`src/rtl/bullet_manager.sv`:
```
// Bullet pool for the player tank: edge-triggered launches, per-frame motion with
// edge bounce, lifetime expiry and enemy hit detection.
module bullet_manager #(
    parameter int NUM_BULLETS = 4,
    parameter int SPEED       = 16,
    parameter int LIFETIME    = 300,
    parameter int COOLDOWN    = 15
) (
    input  logic                     frame_clk,
    input  logic                     Reset,
    input  logic [1:0]               game_end,
    input  logic                     ShootBullet,
    input  logic [9:0]               TankX,
    input  logic [9:0]               TankY,
    input  logic [7:0]               sin,
    input  logic [7:0]               cos,
    input  logic [9:0]               EnemyX,
    input  logic [9:0]               EnemyY,
    input  logic [9:0]               EnemyS,
    output logic [10*NUM_BULLETS-1:0] BulletX,
    output logic [10*NUM_BULLETS-1:0] BulletY,
    output logic [NUM_BULLETS-1:0]   BulletActive,
    output logic                     fire_ack,
    output logic                     hit_enemy
);

    localparam int          CW    = (COOLDOWN > 0) ? $clog2(COOLDOWN + 1) : 1;
    localparam logic [12:0] X_MAX = 13'd5112;
    localparam logic [12:0] Y_MAX = 13'd3832;

    logic [NUM_BULLETS-1:0] active_q, active_d;
    logic [12:0]            x_q [NUM_BULLETS];
    logic [12:0]            x_d [NUM_BULLETS];
    logic [12:0]            y_q [NUM_BULLETS];
    logic [12:0]            y_d [NUM_BULLETS];
    logic [NUM_BULLETS-1:0] vx_neg_q, vx_neg_d;
    logic [NUM_BULLETS-1:0] vy_neg_q, vy_neg_d;
    logic [7:0]             vx_mag_q [NUM_BULLETS];
    logic [7:0]             vx_mag_d [NUM_BULLETS];
    logic [7:0]             vy_mag_q [NUM_BULLETS];
    logic [7:0]             vy_mag_d [NUM_BULLETS];
    logic [8:0]             life_q [NUM_BULLETS];
    logic [8:0]             life_d [NUM_BULLETS];
    logic [CW-1:0]          cool_q, cool_d;
    logic                   shoot_prev_q, shoot_prev_d;
    logic                   fire_ack_q, fire_ack_d;
    logic                   hit_q, hit_d;

    logic [14:0] vx_prod, vy_prod;
    logic [7:0]  launch_vx_mag, launch_vy_mag;
    logic        accept, hit_i, hit_any, slot_found;

    function automatic logic near(input logic [9:0] a, input logic [9:0] b, input logic [9:0] lim);
        return ((a >= b) ? (a - b) : (b - a)) <= lim;
    endfunction

    // One axis step; returns {negative_direction, new_position}. Wider than the
    // position so launches from beyond the playfield cannot wrap.
    function automatic logic [13:0] step_axis(input logic [12:0] pos, input logic neg,
                                              input logic [7:0] mag, input logic [12:0] lim);
        logic signed [14:0] nxt;
        nxt = neg ? ($signed({2'b00, pos}) - $signed({7'b0, mag}))
                  : ($signed({2'b00, pos}) + $signed({7'b0, mag}));
        if (nxt < 15'sd0)
            return {1'b0, 13'd0};
        else if (nxt > $signed({2'b00, lim}))
            return {1'b1, lim};
        else
            return {neg, 13'(nxt)};
    endfunction

    assign vx_prod       = 15'(SPEED) * {8'd0, cos[6:0]};
    assign vy_prod       = 15'(SPEED) * {8'd0, sin[6:0]};
    assign launch_vx_mag = 8'(vx_prod >> 7);
    assign launch_vy_mag = 8'(vy_prod >> 7);

    always_comb begin
        active_d     = active_q;
        x_d          = x_q;
        y_d          = y_q;
        vx_neg_d     = vx_neg_q;
        vy_neg_d     = vy_neg_q;
        vx_mag_d     = vx_mag_q;
        vy_mag_d     = vy_mag_q;
        life_d       = life_q;
        hit_i        = 1'b0;
        hit_any      = 1'b0;
        slot_found   = 1'b0;
        shoot_prev_d = ShootBullet;
        accept       = ShootBullet && !shoot_prev_q && (cool_q == '0) && !(&active_q);

        for (int i = 0; i < NUM_BULLETS; i++) begin
            if (active_q[i]) begin
                hit_i     = near(x_q[i][12:3], EnemyX, EnemyS) && near(y_q[i][12:3], EnemyY, EnemyS);
                hit_any   = hit_any | hit_i;
                life_d[i] = life_q[i] - 9'd1;
                if (hit_i || (life_q[i] <= 9'd1)) begin
                    active_d[i] = 1'b0;
                end else begin
                    {vx_neg_d[i], x_d[i]} = step_axis(x_q[i], vx_neg_q[i], vx_mag_q[i], X_MAX);
                    {vy_neg_d[i], y_d[i]} = step_axis(y_q[i], vy_neg_q[i], vy_mag_q[i], Y_MAX);
                end
            end
        end

        // Freedom is judged on the registered flags, so a slot retiring now stays unavailable.
        if (accept) begin
            for (int i = 0; i < NUM_BULLETS; i++) begin
                if (!active_q[i] && !slot_found) begin
                    slot_found  = 1'b1;
                    active_d[i] = 1'b1;
                    x_d[i]      = {TankX, 3'b000};
                    y_d[i]      = {TankY, 3'b000};
                    vx_neg_d[i] = cos[7];
                    vx_mag_d[i] = launch_vx_mag;
                    vy_neg_d[i] = ~sin[7];
                    vy_mag_d[i] = launch_vy_mag;
                    life_d[i]   = 9'(LIFETIME);
                end
            end
        end

        fire_ack_d = accept;
        hit_d      = hit_any;
        if (accept)
            cool_d = CW'(COOLDOWN);
        else if (cool_q != '0)
            cool_d = cool_q - 1'b1;
        else
            cool_d = cool_q;
    end

    always_ff @(posedge frame_clk) begin
        if (Reset || (game_end != 2'b00)) begin
            active_q     <= '0;
            vx_neg_q     <= '0;
            vy_neg_q     <= '0;
            cool_q       <= '0;
            shoot_prev_q <= 1'b0;
            fire_ack_q   <= 1'b0;
            hit_q        <= 1'b0;
            for (int i = 0; i < NUM_BULLETS; i++) begin
                x_q[i]      <= '0;
                y_q[i]      <= '0;
                vx_mag_q[i] <= '0;
                vy_mag_q[i] <= '0;
                life_q[i]   <= '0;
            end
        end else begin
            active_q     <= active_d;
            vx_neg_q     <= vx_neg_d;
            vy_neg_q     <= vy_neg_d;
            cool_q       <= cool_d;
            shoot_prev_q <= shoot_prev_d;
            fire_ack_q   <= fire_ack_d;
            hit_q        <= hit_d;
            for (int i = 0; i < NUM_BULLETS; i++) begin
                x_q[i]      <= x_d[i];
                y_q[i]      <= y_d[i];
                vx_mag_q[i] <= vx_mag_d[i];
                vy_mag_q[i] <= vy_mag_d[i];
                life_q[i]   <= life_d[i];
            end
        end
    end

    for (genvar g = 0; g < NUM_BULLETS; g++) begin : g_out
        assign BulletX[10*g +: 10] = x_q[g][12:3];
        assign BulletY[10*g +: 10] = y_q[g][12:3];
    end

    assign BulletActive = active_q;
    assign fire_ack     = fire_ack_q;
    assign hit_enemy    = hit_q;

endmodule

```
`config.mk`:
```
export PLATFORM = sky130hd
export DESIGN_NAME = bullet_manager
export DESIGN_NICKNAME = d
export VERILOG_FILES = /design/src/rtl/bullet_manager.sv
export SDC_FILE = /design/constraint.sdc
export NUM_CORES = 1
export LEC_CHECK = 0
export ABC_AREA = 1
export CAP_MARGIN = 20
export CORE_ASPECT_RATIO = 1.2
export CORE_MARGIN = 2
export CORE_UTILIZATION = 61
export CTS_CLUSTER_SIZE = 20
export DETAILED_ROUTE_END_ITERATION = 12
export PLACE_DENSITY = 0.82
export SETUP_SLACK_MARGIN = 0.15
export SLEW_MARGIN = 20
export SYNTH_ARGS = -nofsm -noshare
export SYNTH_HDL_FRONTEND = slang
export SYNTH_SLANG_ARGS = --single-unit
```
`constraint.sdc`:
```
create_clock -name frame_clk -period 6.64 [get_ports frame_clk]
set_input_delay 1.992 -clock frame_clk [delete_from_list [all_inputs] [get_ports frame_clk]]
set_output_delay 1.992 -clock frame_clk [all_outputs]
set_load 0.01 [all_outputs]
```
==> results.json <==
{
  "place_congestion": 1.00,
  "worstPathRequired_ns": 7.06,
  "whs_ns": 0.466,
  "grt_pass1_vias": 26000,
  "ir_drop_v": 0.000216,
  "finalHoldViolations": 0,
  "async_flop_share": 0,
  "syn-num-nets": 4575,
  "htreeDepth": 4,
  "dp_hpwl_um": 67500,
  "wl_per_cell_um": 17.9,
  "io_pins": 157,
  "syn_inst": 4166,
  "num_rows": 81,
  "fin_skew_ns": 0.0188,
  "cts_sinks": 191,
  "finalPower_mw": 3.20,
  "worst_slew_pin_slew_ns": 0.931,
  "cap_violations": 0,
  "endpoint_kind": "flip-flop",
  "wl_um": 86800,
  "die-width_um": 190,
  "antenna_found_initial": 1,
  "initial_core_util": 0.619,
  "place_worst_setup_slack_ns": -0.176,
  "antenna_left": 0,
  "period_minus_slack_ns": 6.18,
  "firstDrtPassIters": 5,
  "cts-buffers-inserted": 17,
  "dpl_cell_area_mm2": 0.0275,
  "powerDensity_mw_per_mm2": 113,
  "drive_above_1_share": 0.0611,
  "arrival_ns": 6.60,
  "fp.dieH_um": 227,
  "rsz0062_at_grt": "no",
  "setup_viol": 0,
  "crit_fanout": 16,
  "grt_pass1_wl_um": 134000,
  "placed_cells": 4799,
  "clk_path_buf_depth": 2,
  "ys.flop_type": "dfxtp_1",
  "path_class": "in -> reg",
  "num_vias": 28100,
  "postLayoutCellArea_mm2": 0.0282,
  "yosys_warnings": 0,
  "power_leakage_nw": 13.7,
  "finalCoreUtilization": 0.691,
  "synth_edf_count": 0,
  "slowest_delay_ns": 0.47,
  "ys_seq_elements": 191,
  "tns_ns": 0,
  "syn_to_final_growth_pct": 11.6,
  "instances_no_fill": 4841,
  "drt_iter0_markers": 2200,
  "cp_slowest_cell": "clkdlybuf4s50_1",
  "crit_path_start_kind": "input port",
  "grt_overflow_total": 0,
  "grt_start_max_net_pins": 47,
  "io_buffer_count": 150,
  "clkTransAtPathRegs_ns": 0.08,
  "root_buffer": "clkbuf_16",
  "drc": 0,
  "cts_hold_buf": 0,
  "finalNetCount": 4697,
  "grt_use_total": 0.396,
  "status": "completed",
  "core_area_mm2": 0.0408,
  "cts_tree": "done",
  "viasPerCell": 5.81,
  "max_freq_mhz": 162,
  "clkLatencyLatePin_ns": 0.49,
  "finalCritPeriodShare": 0.931,
  "syn_avg_cell_area_um2": 6.07,
  "synth_cell_types": 58,
  "hold_class": "reg -> reg",
  "slew_violations": 0,
  "ys_seq_area_frac": 0.151,
  "critPathMostFrequentCell": "nand2_1",
  "die-area_mm2": 0.0431,
  "finalWorstSetupSlack_ns": 0.460,
  "slew_headroom": 0.376,
  "syn_area_mm2": 0.0253
}
cell usage in the layout (no fill, tap or decap), types with 7 or more instances in the layout:
cell / n
o21a_1: 10
dfxtp_1: 191
a211oi_1: 15
o21bai_1: 12
a21o_1: 8
nand3_2: 7
nand4_1: 65
buf_4: 153
nand3b_1: 18
a221oi_1: 19
ha_1: 306
xnor2_1: 28
mux2i_1: 8
inv_1: 511
nand2_2: 10
o21ai_1: 10
nor2_2: 7
fa_1: 32
nor2_1: 385
nor3_2: 7
nand2_1: 1110
clkdlybuf4s50_1: 149
nand3_1: 309
a31oi_1: 10
o31ai_1: 9
o2111ai_1: 9
clkbuf_16: 17
o211ai_1: 16
o21ai_0: 286
inv_2: 15
nor3_1: 46
a21oi_1: 365
xor2_1: 81
cell type report:
type                            instances  area [µm²]
Tap cell                              539         674
Antenna cell                            1        2.50
Clock buffer                           17         425
Fill cell                            3865       12600
Timing Repair Buffer                  308        2750
Clock inverter                         15         198
Sequential cell                       191        3820
Inverter                              531        1990
Multi-Input combinational cell       3239       18400
layer usage:
metal | wire (µm) | vias up | global-route usage
met5 | 0 | - | 0
met4 | 6690 | 0 | 0.283
met3 | 7590 | 305 | 0.0516
met2 | 39100 | 1365 | 0.658
met1 | 33400 | 12600 | 0.473
li1 | - | 13800 | -
worst max-delay path: cells and delay by family:
family | cells | cell delay (ns)
buf+inv | 7 | 1.34
compound gates | 8 | 1.24
fa+ha+maj | 2 | 0.61
xor+xnor | 1 | 0.24
simple gates | 8 | 1.19
cell families after synthesis:
group                    share of synthesized area
AND/OR/NAND/NOR                              0.331
AO/OA/AOI/OAI                                0.173
buffers and inverters                        0.125
adder cells (fa/ha/maj)                      0.177
flip-flops                                   0.151
XOR/XNOR                                    0.0377
multiplexers                               0.00584
cells in the mapped netlist (3+ instances only):
cell,instances,area (µm²)
mux2_2,6,67.6
nor2_2,8,50.1
buf_4,88,661
dfxtp_1,191,3820
a221oi_1,23,201
nand3b_1,18,135
inv_1,516,1940
o21a_1,10,75.1
or2_2,5,31.3
clkinv_1,5,18.8
nand2_1,1112,4170
nand2_2,8,50.1
nand4_4,4,85.1
inv_2,10,37.5
buf_2,46,230
ha_1,306,3830
o21bai_1,12,90.1
a21oi_1,365,1830
o21ai_0,290,1450
clkbuf_2,4,20.0
nand4_1,65,407
nand3_1,309,1550
nor4_1,4,25.0
o211ai_1,16,120
nor3_2,4,40.0
a211oi_1,16,120
o31ai_1,9,67.6
a21o_1,8,60.1
mux2i_1,8,80.1
nand3_2,7,70.1
xnor2_1,28,245
xor2_1,81,709
nor2_1,385,1450
clkbuf_1,61,229
a31oi_1,10,62.6
o2111ai_2,3,45.0
buf_1,4,15.0
o2111ai_1,9,78.8
fa_1,32,641
o221ai_1,4,35.0
o21ai_1,6,30.0
nor3_1,49,245
state kept, by name, summed over array words and instances, names as in the netlist:
name          flops
BulletY          40
fire_ack          1
shoot_prev_q      1
y_q              12
x_q              12
vx_neg_q          4
vy_mag_q         16
vy_neg_q          4
cool_q            4
life_q           36
BulletX          40
BulletActive      4
hit_enemy         1
vx_mag_q         16
worst paths after layout:
| path | from | end | slack [ns] | depth (start not counted) |
|---|---|---|---|---|
| max | EnemyX[7] | BulletX[7] | 0.46 | 26 |
| min reg2reg | life_q[7] | life_q[7] | 0.47 | 1 |
| max reg2reg | BulletX[7] | BulletX[7] | 1.95 | 24 |
| min | life_q[7] | life_q[7] | 0.47 | 1 |
where the power goes:
group | switching (mW) | total (mW) | internal [mW]
sequential | 0.0197 | 1.17 | 1.15
clock | 0.559 | 1.14 | 0.576
combinational | 0.546 | 0.892 | 0.346
repair_timing:
action	4_1_cts	5_1_grt
setup endpoints to repair	0	84
resized for setup	0	20
setup buffers	0	9
(Power assumes the default switching activity.)
